**src/rtl/cnn_mul_arb_pkg.sv**
```systemverilog
// Shared constants and helpers for the cnn_mul_arb multiplier arbiter.
// Default operand/product widths, stall counter width and tag-width helper.
package cnn_mul_arb_pkg;

   localparam int DIN0_WIDTH_DEF  = 10;
   localparam int DIN1_WIDTH_DEF  = 14;
   localparam int DOUT_WIDTH_DEF  = 25;
   localparam int STALL_CNT_WIDTH = 16;

   // Requester index width, never narrower than one bit so NREQ=1 still has a tag.
   function automatic int tag_width(input int n);
      int w;
      w = 0;
      for (int i = 0; i < 32; i++) begin
         if ((1 << w) < n) w = w + 1;
      end
      return (w < 1) ? 1 : w;
   endfunction

endpackage

```
**src/rtl/cnn_mul_arb_rr.sv**
```systemverilog
// Combinational round-robin grant: first requester at or after ptr wins.
// Produces a one-hot grant and its encoded index; all zero when ce is low.
module cnn_mul_arb_rr
   import cnn_mul_arb_pkg::*;
#(
   parameter int NREQ  = 4,
   parameter int TAG_W = tag_width(NREQ)
) (
   input  logic [NREQ-1:0]  req,
   input  logic [TAG_W-1:0] ptr,
   input  logic             ce,
   output logic [NREQ-1:0]  gnt,
   output logic [TAG_W-1:0] idx
);

   logic found;

   // Two passes: indices from ptr upward first, then the wrapped-around low indices.
   always_comb begin
      gnt   = '0;
      idx   = '0;
      found = 1'b0;
      if (ce) begin
         for (int i = 0; i < NREQ; i++) begin
            if (!found && req[i] && (i >= int'(ptr))) begin
               found  = 1'b1;
               gnt[i] = 1'b1;
               idx    = TAG_W'(i);
            end
         end
         for (int i = 0; i < NREQ; i++) begin
            if (!found && req[i] && (i < int'(ptr))) begin
               found  = 1'b1;
               gnt[i] = 1'b1;
               idx    = TAG_W'(i);
            end
         end
      end
   end

endmodule

```
**src/rtl/cnn_mul_arb.sv**
```systemverilog
// Round-robin time-sharing of one signed pipelined multiplier among NREQ requesters.
// Optional stall counter ports enabled by defining CNN_MUL_ARB_STALL_CNT_EN.
module cnn_mul_arb
   import cnn_mul_arb_pkg::*;
#(
   parameter int NREQ       = 4,
   parameter int DIN0_WIDTH = DIN0_WIDTH_DEF,
   parameter int DIN1_WIDTH = DIN1_WIDTH_DEF,
   parameter int DOUT_WIDTH = DOUT_WIDTH_DEF,
   parameter int NUM_STAGE  = 2
) (
   input  logic                         ap_clk,
   input  logic                         ap_rst_n,
   input  logic                         ap_ce,
   input  logic [NREQ-1:0]              req_valid,
   output logic [NREQ-1:0]              req_ready,
   input  logic [NREQ*DIN0_WIDTH-1:0]   req_a,
   input  logic [NREQ*DIN1_WIDTH-1:0]   req_b,
   output logic [NREQ-1:0]              resp_valid,
   output logic signed [DOUT_WIDTH-1:0] resp_data
`ifdef CNN_MUL_ARB_STALL_CNT_EN
   ,
   input  logic                         stall_clr,
   output logic [STALL_CNT_WIDTH-1:0]   stall_cnt
`endif
);

   localparam int TAG_W  = tag_width(NREQ);
   localparam int PROD_W = DIN0_WIDTH + DIN1_WIDTH;

   function automatic logic signed [DOUT_WIDTH-1:0] mul_ext(
      input logic signed [DIN0_WIDTH-1:0] a,
      input logic signed [DIN1_WIDTH-1:0] b
   );
      logic signed [PROD_W-1:0] ae;
      logic signed [PROD_W-1:0] be;
      ae = PROD_W'(a);
      be = PROD_W'(b);
      return DOUT_WIDTH'(ae * be);
   endfunction

   logic [TAG_W-1:0]              ptr_q;
   logic [NREQ-1:0]               gnt;
   logic [TAG_W-1:0]              gnt_idx;
   logic                          xfer;
   logic signed [DIN0_WIDTH-1:0]  a_sel;
   logic signed [DIN1_WIDTH-1:0]  b_sel;
   logic [NUM_STAGE:1]            vld_p;
   logic [TAG_W-1:0]              tag_p [NUM_STAGE:1];
   logic signed [DOUT_WIDTH-1:0]  fin_d;
   logic                          fin_en;

   // Grants are held off during reset so nothing is accepted into a cleared pipeline.
   cnn_mul_arb_rr #(
      .NREQ  (NREQ),
      .TAG_W (TAG_W)
   ) u_rr (
      .req (req_valid),
      .ptr (ptr_q),
      .ce  (ap_ce & ap_rst_n),
      .gnt (gnt),
      .idx (gnt_idx)
   );

   assign req_ready = gnt;
   assign xfer      = |gnt;

   always_comb begin
      a_sel = '0;
      b_sel = '0;
      for (int i = 0; i < NREQ; i++) begin
         if (gnt[i]) begin
            a_sel = $signed(req_a[i*DIN0_WIDTH +: DIN0_WIDTH]);
            b_sel = $signed(req_b[i*DIN1_WIDTH +: DIN1_WIDTH]);
         end
      end
   end

   always_ff @(posedge ap_clk or negedge ap_rst_n) begin
      if (!ap_rst_n) begin
         ptr_q <= '0;
      end else if (ap_ce && xfer) begin
         ptr_q <= (gnt_idx == TAG_W'(NREQ-1)) ? '0 : gnt_idx + TAG_W'(1);
      end
   end

   // Stage 1 captures the grant; later stages shift valid and tag alongside the product.
   always_ff @(posedge ap_clk or negedge ap_rst_n) begin
      if (!ap_rst_n) begin
         vld_p <= '0;
         for (int s = 1; s <= NUM_STAGE; s++) tag_p[s] <= '0;
      end else if (ap_ce) begin
         vld_p[1] <= xfer;
         tag_p[1] <= gnt_idx;
         for (int s = 2; s <= NUM_STAGE; s++) begin
            vld_p[s] <= vld_p[s-1];
            tag_p[s] <= tag_p[s-1];
         end
      end
   end

   generate
      if (NUM_STAGE == 1) begin : g_one
         assign fin_d  = mul_ext(a_sel, b_sel);
         assign fin_en = xfer;
      end else begin : g_multi
         logic signed [DIN0_WIDTH-1:0] a_p1;
         logic signed [DIN1_WIDTH-1:0] b_p1;

         always_ff @(posedge ap_clk) begin
            if (ap_ce && xfer) begin
               a_p1 <= a_sel;
               b_p1 <= b_sel;
            end
         end

         if (NUM_STAGE == 2) begin : g_two
            assign fin_d = mul_ext(a_p1, b_p1);
         end else begin : g_deep
            logic signed [DOUT_WIDTH-1:0] prod_p [NUM_STAGE-1:2];

            always_ff @(posedge ap_clk) begin
               if (ap_ce) begin
                  if (vld_p[1]) prod_p[2] <= mul_ext(a_p1, b_p1);
                  for (int s = 3; s < NUM_STAGE; s++) begin
                     if (vld_p[s-1]) prod_p[s] <= prod_p[s-1];
                  end
               end
            end

            assign fin_d = prod_p[NUM_STAGE-1];
         end

         assign fin_en = vld_p[NUM_STAGE-1];
      end
   endgenerate

   // Last stage loads only on valid data so resp_data holds between pulses.
   always_ff @(posedge ap_clk or negedge ap_rst_n) begin
      if (!ap_rst_n) begin
         resp_data <= '0;
      end else if (ap_ce && fin_en) begin
         resp_data <= fin_d;
      end
   end

   always_comb begin
      resp_valid = '0;
      for (int i = 0; i < NREQ; i++) begin
         resp_valid[i] = ap_ce && vld_p[NUM_STAGE] && (tag_p[NUM_STAGE] == TAG_W'(i));
      end
   end

`ifdef CNN_MUL_ARB_STALL_CNT_EN
   function automatic logic [STALL_CNT_WIDTH-1:0] sat_inc(input logic [STALL_CNT_WIDTH-1:0] v);
      return (&v) ? v : v + STALL_CNT_WIDTH'(1);
   endfunction

   always_ff @(posedge ap_clk or negedge ap_rst_n) begin
      if (!ap_rst_n) begin
         stall_cnt <= '0;
      end else if (ap_ce) begin
         if (stall_clr) begin
            stall_cnt <= '0;
         end else if (|(req_valid & ~req_ready)) begin
            stall_cnt <= sat_inc(stall_cnt);
         end
      end
   end
`endif

endmodule

```
**config.mk**
```make
export PLATFORM = sky130hd
export DESIGN_NAME = cnn_mul_arb
export DESIGN_NICKNAME = d
export VERILOG_FILES = /design/src/rtl/cnn_mul_arb_pkg.sv /design/src/rtl/cnn_mul_arb_rr.sv /design/src/rtl/cnn_mul_arb.sv
export SDC_FILE = /design/constraint.sdc
export NUM_CORES = 1
export LEC_CHECK = 0
export BUFFER_PORTS_ARGS = -buffer_cell sky130_fd_sc_hd__buf_2
export CAP_MARGIN = 10
export CORE_MARGIN = 2
export CORE_UTILIZATION = 38
export DETAILED_ROUTE_END_ITERATION = 12
export HOLD_SLACK_MARGIN = 0.06
export SYNTH_ARGS = -nofsm -noshare
export SYNTH_HDL_FRONTEND = slang
export SYNTH_SLANG_ARGS = --single-unit
```
**constraint.sdc**
```tcl
create_clock -name ap_clk -period 14.05 [get_ports ap_clk]
set_input_delay 2.81 -clock ap_clk [delete_from_list [all_inputs] [get_ports ap_clk]]
set_output_delay 2.81 -clock ap_clk [all_outputs]
set_load 0.02 [all_outputs]
```
==> results of run 1 <==
==> state kept, by name (all words and copies together) (netlist names) <==
| register | flops |
|---|---|
| tag_p | 4 |
| g_multi.a_p1 | 10 |
| resp_data | 24 |
| vld_p | 2 |
| ptr_q | 2 |
| g_multi.b_p1 | 14 |
==> layout by cell type, fill, tap and decap left out, drive strengths merged, types with 2 or more instances in the layout <==
master,synthesis,routed
xnor2,16,16
o21bai,4,4
nor3b,3,3
nand4,3,3
nand2,152,152
clkbuf,28,5
mux2,8,8
a21o,12,12
nor3,2,2
and4,2,2
edfxtp,24,24
a2111oi,2,2
dfrtp,32,32
and3,5,5
buf,12,136
xor2,5,5
clkinv,1,3
o31ai,2,2
inv,180,181
and2,49,49
a21oi,26,26
o21ai,29,29
nor2,27,27
a211o,4,4
o211ai,4,4
a221oi,7,7
nand2b,7,7
a211oi,5,5
nand3,4,4
ha,57,57
fa,123,123
a222oi,18,18
==> logic make-up after synthesis <==
| kind of cell | Yosys count | share of synthesized area |
|---|---|---|
| and+or+nand+nor | 259 | 0.152 |
| buffers and inverters | 221 | 0.111 |
| adders and majority gates | 180 | 0.399 |
| AOI/OAI and AO/OA | 124 | 0.112 |
| DFF | 56 | 0.191 |
| xor gates and xnor gates | 21 | 0.0231 |
| muxes | 8 | 0.0113 |
==> worst max-delay path, stage by stage <==
cell and delay (ps):
buf_2 590, nand4_2 310, inv_1 690, buf_2 300
==> worst paths after layout <==
kind | startpoint | depth (start not counted) | slack [ps] | to
setup / recovery | ap_rst_n | 4 | 6520 | req_ready[3]
hold / removal | resp_data[7] | 2 | 480 | resp_data[7]
setup reg to reg | g_multi.a_p1[4] | 17 | 8510 | resp_data[22]
hold reg to reg | resp_data[7] | 2 | 480 | resp_data[7]
max in group asynchronous | ap_rst_n | 1 | 10960 | resp_data[2]
min in group asynchronous | ap_rst_n | 1 | 2580 | tag_p[1]
==> cell type report <==
cell class	instances	area (sq um)	area share
multi-input combinational	592	5550	0.622
tap	270	338	0.0379
sequential	56	1520	0.171
clock inverter	3	22.5	0.00253
timing repair buffer	136	683	0.0766
clock buffer	5	125	0.0140
inverter	181	679	0.0762
==> stage by stage <==
step	instance area [sq um]	cells	setup slack [ps]	util	hold WS, ps
floorplan	7950	869	7550	-	457
global placement	8770	1235	6510	0.431	462
detailed placement	8770	1235	6470	0.431	469
CTS	8920	1243	6470	0.438	486
global route	8920	1243	6210	0.438	504
finish	8920	1243	6520	0.438	481
==> metal layers <==
| layer | vias up | global-route usage |
|---|---|---|
| met1 | 3111 | 0.231 |
| met2 | 206 | 0.316 |
| li1 | 2954 | - |
| met5 | - | 0 |
| met4 | 0 | 0.0386 |
| met3 | 20 | 0.0239 |
==> metrics.md, run 1 <==
| Metric | Value |
|---|---|
| Status | `finished clean` |
| Final-report hold violation count | `0` |
| Worst Setup Start Kind | `input port` |
| Core area | `20,400 sq um` |
| Slew headroom | `0.298` |
| Setup TNS | `0 ps` |
| Die area | `22,100 sq um` |
| Worst hold path class | `flop to flop` |
| DRC violations left | `0` |
| Syn Inst Count | `869` |
| Main flop type after synthesis | `dfrtp_1` |
| Vias per Instance | `5.06` |
| Synth area leaders | `fa_1 (31%), dfrtp_1 (10%), edfxtp_1 (9.1%), ha_1 (9.0%), inv_1 (8.5%)` |
| CTS Hold Buffers Added | `0` |
| Gp weighted congestion | `0.811` |
| Clock latency on the worst-skew pair | `between 300 and 400 ps` |
| Fin nets | `1,255` |
| RSZ-0062 raised after global routing | `no` |
| Clk_skew | `between 8 and 9 ps` |
| Syn Nets | `1,152` |
| PortBufs | `between 100 and 150` |
| Fraction of layout cells with a size suffix above 1 | `0.174` |
| Wire length on met3 | `about 980 microns` |
| Pin count of the biggest net entering global routing | `37` |
| Post-CTS resize count | `0` |
| Top-area cell type share of the netlist area | `0.310` |
| Initial Util | `0.390` |
| Clock buffer count from CTS | `5` |
| Flops & latches, synth | `56` |
| # H-tree levels | `2` |
| Seq/Total Area, Yosys | `0.191` |
| Crit Path Max Fanout | `36` |
| Clock transition at path regs | `70 ps` |
| Top layer in use | `met4` |
| Initial antenna violation count | `0` |
| Setup violations, final | `0` |
| Wire length per cell | `14.9 microns` |
| Fin crit share | `0.536` |
| Vias | `6,291` |
| Fmax | `0.133 GHz` |
| CTS tree | `yes` |
| GRT Overall Usage | `0.177` |
| Die height | `~150 microns` |
| Starting DRT DRC Count | `between 300 and 400` |
| Arrival time worst endpoint | `4720 ps` |
| Post-DRT Antenna Nets | `0` |
| Req. time, crit path | `11,240 ps` |
| WL met1 | `roughly 7800 microns` |
| FFs w/ async S/R, synth | `0.571` |
| Cell area after synthesis | `7950 sq um` |
| Pre-antenna DRT Iters | `5` |
| Die X | `149 microns` |
| Least-Margin Pin Slew | `1050 ps` |
| HPWL after DPL | `15,200 microns` |
| DR WL met2 | `approximately 9400 microns` |
| First-pass GRT wire length | `31,000 microns` |
| Max-cap violations | `0` |
| Setup Buffers After CTS | `0` |
| CP Capture Type | `output pin` |
| Top-count cell post-synth | `inv_1` |
| Clock Tree Buf Depth | `2` |
| Tmin final | `7530 ps` |
| Root buffer cell | `clkbuf_16` |
| Yosys synthesis warning count | `0` |
| Number of global-route vias before repair | `6,503` |
| Count of cell types in the netlist | `62` |
| Grt total ovfl | `0` |
| WL final | `18,500 microns` |
| Top post-synthesis cells by count | `inv_1 (179), nand2_1 (152), fa_1 (123)` |
| Boundary Pins | `136` |
| Area leader, netlist | `fa_1` |
| Number of flops mapped to enable cells by yosys | `24` |
| Row count | `52` |
| Fin. max-slew vios | `0` |
| # fillers | `2,035` |
| Synthesis-to-layout area growth | `12.2%` |
| Post-synthesis area per instance | `between 9 and 10 sq um` |
| Critical path class | `input port to output pin` |
| Clock sinks | `56` |
| ANT cells | `0` |
Power of run 1 is left out: the tool's default activity adds up to more than one toggle a clock period on the data nets, which glitch-free logic cannot reach.
==> run 2: changes to the inputs <==
clock period = 7.7 ns   (was 14.05 ns; I/O delays follow)
==> run 2 against run 1 <==
Sequential share of layout area about the same. Core utilization is essentially flat. Clock skew increased by 0.73 ps. Highest routed layer unchanged.
==> metrics.md, run 2 (synthesis gave the netlist of run 1 again) <==
| Metric | Value |
|---|---|
| Tmin final | `5420 ps` |
| CP Buf/Inv Count | `5 (+2)` |
| Clock buffer count from CTS | `5 (unchanged)` |
| Worst reg2reg startpoint | `g_multi.a_p1[1]` |
| CTS tree | `yes` |
| Setup violations, final | `0 (unchanged)` |
| Crit Path Max Fanout | `14 (-61%)` |
| Initial antenna violation count | `0 (unchanged)` |
| Req. time, crit path | `7900 ps (-3340 ps)` |
| Reg area | `1520 sq um (unchanged)` |
| Fraction of layout cells with a size suffix above 1 | `0.174 (-0.000178)` |
| Setup Buffers After CTS | `0 (unchanged)` |
| Max-cap violations | `0 (unchanged)` |
| Worst Setup Start Kind | `flop` |
| Least-Margin Pin Slew | `1010 ps (-41.7 ps)` |
| CP Capture Type | `flop` |
| Slowest-stage cell, CP | `edfxtp_1` |
| Status | `finished clean` |
| Final Cell Area | `8920 sq um (about the same)` |
| Row count | `52 (unchanged)` |
| Most frequent cells in the layout | `inv_1 (179), nand2_1 (152), buf_2 (135)` |
| CP Cell Sequence | `nand2_1 > fa_1 > inv_1 > fa_1 > inv_1 > fa_1 > inv_1 > fa_1 > inv_1 > fa_1 > inv_1 > ha_1 > nor3_1 > a211oi_1 > nand2_1 > o211ai_2 > a2111oi_0 > a211o_1` |
| Clock Tree Buf Depth | `2 (unchanged)` |
| Pin count of the biggest net entering global routing | `37 (unchanged)` |
| Vias | `6,236 (-0.87%)` |
| Fin nets | `1,256 (+0.080%)` |
| Setup TNS | `0 ps (unchanged)` |
| ANT cells | `0 (unchanged)` |
| Initial Util | `0.390 (unchanged)` |
| Number of global-route vias before repair | `6,274 (-3.5%)` |
| Placed Area | `8780 sq um (about the same)` |
| Clock sinks | `56 (unchanged)` |
| Crit. Startpoint | `g_multi.a_p1[1]` |
| Fmax | `0.184 GHz` |
| DRC violations left | `0 (unchanged)` |
| Post-CTS resize count | `0 (unchanged)` |
| CP delay by family, top | `adder cells` |
| CP max stage delay | `700 ps (about the same)` |
| Arrival time worst endpoint | `5630 ps (+910 ps)` |
| Largest regs | `resp_data: 24 flops, g_multi.b_p1: 14 flops, g_multi.a_p1: 10 flops` |
| WL final | `18,900 microns (+2.1%)` |
| Fin crit share | `0.704` |
| Fin. max-slew vios | `0 (unchanged)` |
| RSZ-0062 raised after global routing | `no` |
| Clock transition at path regs | `80 ps (about the same)` |
| Synthesis-to-layout area growth | `12.2% (about the same)` |
| Starting DRT DRC Count | `356 (+7.6%)` |
| Die area | `22,100 sq um (unchanged)` |
| Vias per Instance | `5.01 (-0.95%)` |
| # fillers | `2,041 (+0.29%)` |
| Clock latency on the worst-skew pair | `310 ps (about the same)` |
| CTS Hold Buffers Added | `0 (unchanged)` |
| Slew headroom | `0.326 (+0.0278)` |
| First-pass GRT wire length | `31,200 microns (+0.82%)` |
| HPWL after DPL | `15,800 microns (+3.5%)` |
| Worst hold path class | `flop to flop` |
| Fin cells | `1,244 (+0.080%)` |
| Critical path class | `flop to flop` |
| Area taken by multi-input logic gates | `5550 sq um (unchanged)` |
| Final-report hold violation count | `0 (unchanged)` |
| Placed insts | `1,236 (+0.081%)` |
| # H-tree levels | `2 (unchanged)` |
| PortBufs | `135 (unchanged)` |
| Core area | `20,400 sq um (unchanged)` |
| Die height | `149 microns (unchanged)` |
| Wire length per cell | `15.2 microns (+2.1%)` |
| Worst hold start | `resp_data[0]` |
| Clk_skew | `8.88 ps (+0.731 ps)` |
| Post-DRT Antenna Nets | `0 (unchanged)` |
| Grt total ovfl | `0 (unchanged)` |
| Gp weighted congestion | `0.847 (+4.5%)` |
| Largest register FFs | `24 (unchanged)` |
| Boundary Pins | `136 (unchanged)` |
| GRT Overall Usage | `0.179 (+0.00174)` |
| Root buffer cell | `clkbuf_16` |
| Most common cell after layout, fill and taps aside | `inv_1` |
| Reg with most FFs | `resp_data` |
| Pre-antenna DRT Iters | `7 (+2)` |
| Die X | `149 microns (unchanged)` |
[run 2: cell types whose count changed in the layout (fill, tap and decap cells not counted)]
cell and change:
inv_6 -1, clkinv_2 -1, clkbuf_1 +1, buf_4 +1
clkinvlp_4 +1
[run 2: routing by layer]
layer / vias up / track usage / part of all wire
li1: 2953 / - / -
met1: 3079 / 0.236 / 0.43
met2: 182 / 0.314 / 0.51
met3: 22 / 0.0212 / 0.043
met4: 0 / 0.0448 / 0.018
met5: - / 0 / 0
[run 2: path summary, 6_finish.rpt]
kind / endpoint / slack [ps] / cells after the start
worst max-delay path: resp_data[22] / 2280 / 18
max in group asynchronous: resp_data[6] / 5880 / 1
worst max register to register: resp_data[22] / 2280 / 18
worst min register to register: resp_data[0] / 480 / 2
worst min-delay path: resp_data[0] / 480 / 2
min in group asynchronous: ptr_q[0] / 1310 / 1
[run 2: stage by stage]
| stage | hold WS, ps | util | setup WS [ps] |
|---|---|---|---|
| global route | 511 | 0.438 | 1880 |
| finish | 480 | 0.438 | 2280 |
| detailed placement | 468 | 0.431 | 2270 |
| global placement | 458 | 0.431 | 2290 |
| floorplan | 457 | - | 2730 |
| CTS | 485 | 0.438 | 2260 |
[run 2: area by class of cell]
| cell class | count | area share |
|---|---|---|
| tap | 270 | 0.0379 |
| clock buffer | 6 | 0.0144 |
| clock inverter | 2 | 0.00182 |
| timing repair buffer | 137 | 0.0774 |
| inverter | 181 | 0.0761 |
| sequential | 56 | 0.171 |
| multi-input combinational | 592 | 0.622 |
[run 2: worst register-to-register path: stages, from the launching register on]
cell	delay, ps
edfxtp_1	700
nand2_1	160
fa_1	560
inv_1	50
fa_1	490
inv_1	50
fa_1	520
inv_1	50
fa_1	480
inv_1	50
fa_1	480
inv_1	50
ha_1	340
nor3_1	90
a211oi_1	340
nand2_1	150
o211ai_2	320
a2111oi_0	160
a211o_1	270
Power of run 2 is left out for the same reason.
==> run 3: changes to the inputs <==
clock period = 5.4 ns   (was 7.7 ns; I/O delays follow)
==> run 3 against run 2 <==
First-iteration DRC count increased by 0.56%. Worst hold slack worse by 0.71 ps. Register-to-register slack lost 2100 ps.
==> metrics.md, run 3 (synthesis gave the netlist of run 1 again) <==
| Metric | Value |
|---|---|
| Status | `finished clean` |
| Final Core Density | `0.451 (+0.0130)` |
| Worst reg2reg startpoint | `g_multi.b_p1[3]` |
| Clock Tree Buf Depth | `2 (unchanged)` |
| Crit. Startpoint | `g_multi.b_p1[3]` |
| Number of global-route vias before repair | `6,190 (-1.3%)` |
| Pin count of the biggest net entering global routing | `37 (unchanged)` |
| Fmax | `0.191 GHz (+3.3%)` |
| Setup violations, final | `0 (unchanged)` |
| Core area | `20,400 sq um (unchanged)` |
| Final-report hold violation count | `0 (unchanged)` |
| Die area | `22,100 sq um (unchanged)` |
| HPWL after DPL | `16,000 microns (+1.6%)` |
| PortBufs | `135 (unchanged)` |
| DRC violations left | `0 (unchanged)` |
| Die height | `149 microns (unchanged)` |
| First-pass GRT wire length | `30,600 microns (-2.0%)` |
| Crit Path Max Fanout | `6 (-8)` |
| ANT cells | `0 (unchanged)` |
| Root buffer cell | `clkbuf_16` |
| Clock transition at path regs | `80 ps (about the same)` |
| Tmin final | `5250 ps (-175 ps)` |
| Worst Setup Start Kind | `flop` |
| Worst reg2reg setup slack | `150 ps (-2120 ps)` |
| Vias | `6,328 (+1.5%)` |
| Most common cell after layout, fill and taps aside | `inv_1` |
| Reg with most FFs | `resp_data` |
| Fraction of layout cells with a size suffix above 1 | `0.205 (+0.0315)` |
| CP max stage delay | `570 ps (-130 ps)` |
| Clock sinks | `56 (unchanged)` |
| Arrival time worst endpoint | `5500 ps (-130 ps)` |
| Worst hold start | `resp_data[17]` |
| Clock latency on the worst-skew pair | `310 ps (about the same)` |
| Synthesis-to-layout area growth | `15.6%` |
| CP Capture Type | `flop` |
| Gp weighted congestion | `0.853 (+0.64%)` |
| Most Frequent Cell on Critical Path | `fa_1` |
| Hold Slack | `480 ps (-0.713 ps)` |
| Die X | `149 microns (unchanged)` |
| Slowest-stage cell, CP | `edfxtp_1` |
| Wire length per cell | `14.9 microns (-1.6%)` |
| Max-cap violations | `0 (unchanged)` |
| Starting DRT DRC Count | `358 (+0.56%)` |
| Row count | `52 (unchanged)` |
| Worst hold path class | `flop to flop` |
| Fin nets | `1,287 (+2.5%)` |
| Fin crit share | `0.972 (+0.268)` |
| CTS tree | `yes` |
| Pre-antenna DRT Iters | `5 (-2)` |
| Grt total ovfl | `0 (unchanged)` |
| Vias per Instance | `4.96 (-0.99%)` |
| Dpl ws | `38.3 ps (-2230 ps)` |
| # H-tree levels | `2 (unchanged)` |
| Clock buffer count from CTS | `5 (unchanged)` |
| CP Cell Sequence | `and2_1 > fa_1 > inv_1 > fa_1 > inv_1 > fa_1 > fa_1 > inv_1 > fa_1 > inv_1 > ha_1 > a21oi_1 > o211ai_1 > nand2_1 > o211ai_4 > a2111oi_0 > a211o_1` |
| Largest register FFs | `24 (unchanged)` |
| GRT Overall Usage | `0.175 (-0.00448)` |
| Req. time, crit path | `5650 ps (-2250 ps)` |
| RSZ-0062 raised after global routing | `yes` |
| CTS Hold Buffers Added | `0 (unchanged)` |
| Initial antenna violation count | `0 (unchanged)` |
| Critical path class | `flop to flop` |
| Reg2reg end | `resp_data[22]` |
| Most frequent cells in the layout | `inv_1 (179), nand2_1 (151), buf_2 (135)` |
| Hold depth | `2 (unchanged)` |
| Least-Margin Pin Slew | `1030 ps (+16.8 ps)` |
| Post-DRT Antenna Nets | `0 (unchanged)` |
| Worst setup margin | `152 ps (-2120 ps)` |
| Fin. max-slew vios | `0 (unchanged)` |
| Boundary Pins | `136 (unchanged)` |
| Largest regs | `resp_data: 24 flops, g_multi.b_p1: 14 flops, g_multi.a_p1: 10 flops` |
| WL final | `19,100 microns (+0.87%)` |
| Hold Path Sink | `resp_data[17]` |
| Initial Util | `0.390 (unchanged)` |
| Reg2reg path depth | `17 (-1)` |
| Slew headroom | `0.315 (-0.0112)` |
| Clk_skew | `6.83 ps (-2.05 ps)` |
## run 3: layout make-up
class | count | area [sq um]
clock inverter | 3 | 27.5
fill | 1996 | 11200
clock buffer | 5 | 125
sequential | 56 | 1520
inverter | 181 | 679
multi-input combinational | 592 | 5580
tap | 270 | 338
timing repair buffer | 168 | 921
## run 3: worst max path at each step
stage,to,slack (ps),depth (start not counted)
floorplan,resp_data[19],430,17
global placement,resp_data[22],140,18
global route,resp_data[23],-6,17
finish,resp_data[22],150,17
CTS,resp_data[22],50,18
detailed placement,resp_data[22],40,18
## run 3: critical path, delay by kind of cell, from the launching register on
family          cells  cell delay [ps]
buf+inv             4              200
flops               1              570
fa+ha+maj           6             2770
compound gates      5             1220
simple gates        2              400
## run 3: routing by layer
metal,track usage,wire (microns),share of wire
met5,0,0,0
met2,0.314,9830,0.52
met1,0.228,8260,0.43
met3,0.0239,774,0.041
met4,0.0290,183,0.0096
## run 3: what timing repair did
item | CTS | global route
resized for setup | 0 | 6
buffers inserted | 0 | 16
endpoints found under the setup margin | 0 | 11
## run 3: through the flow
step,area (sq um),setup TNS (ps),instances
finish,9190,0,1275
detailed placement,8890,0,1251
CTS,9040,0,1259
floorplan,7950,0,869
global placement,8890,0,1251
global route,9190,-5.56,1275
Power of run 3 is left out for the same reason.
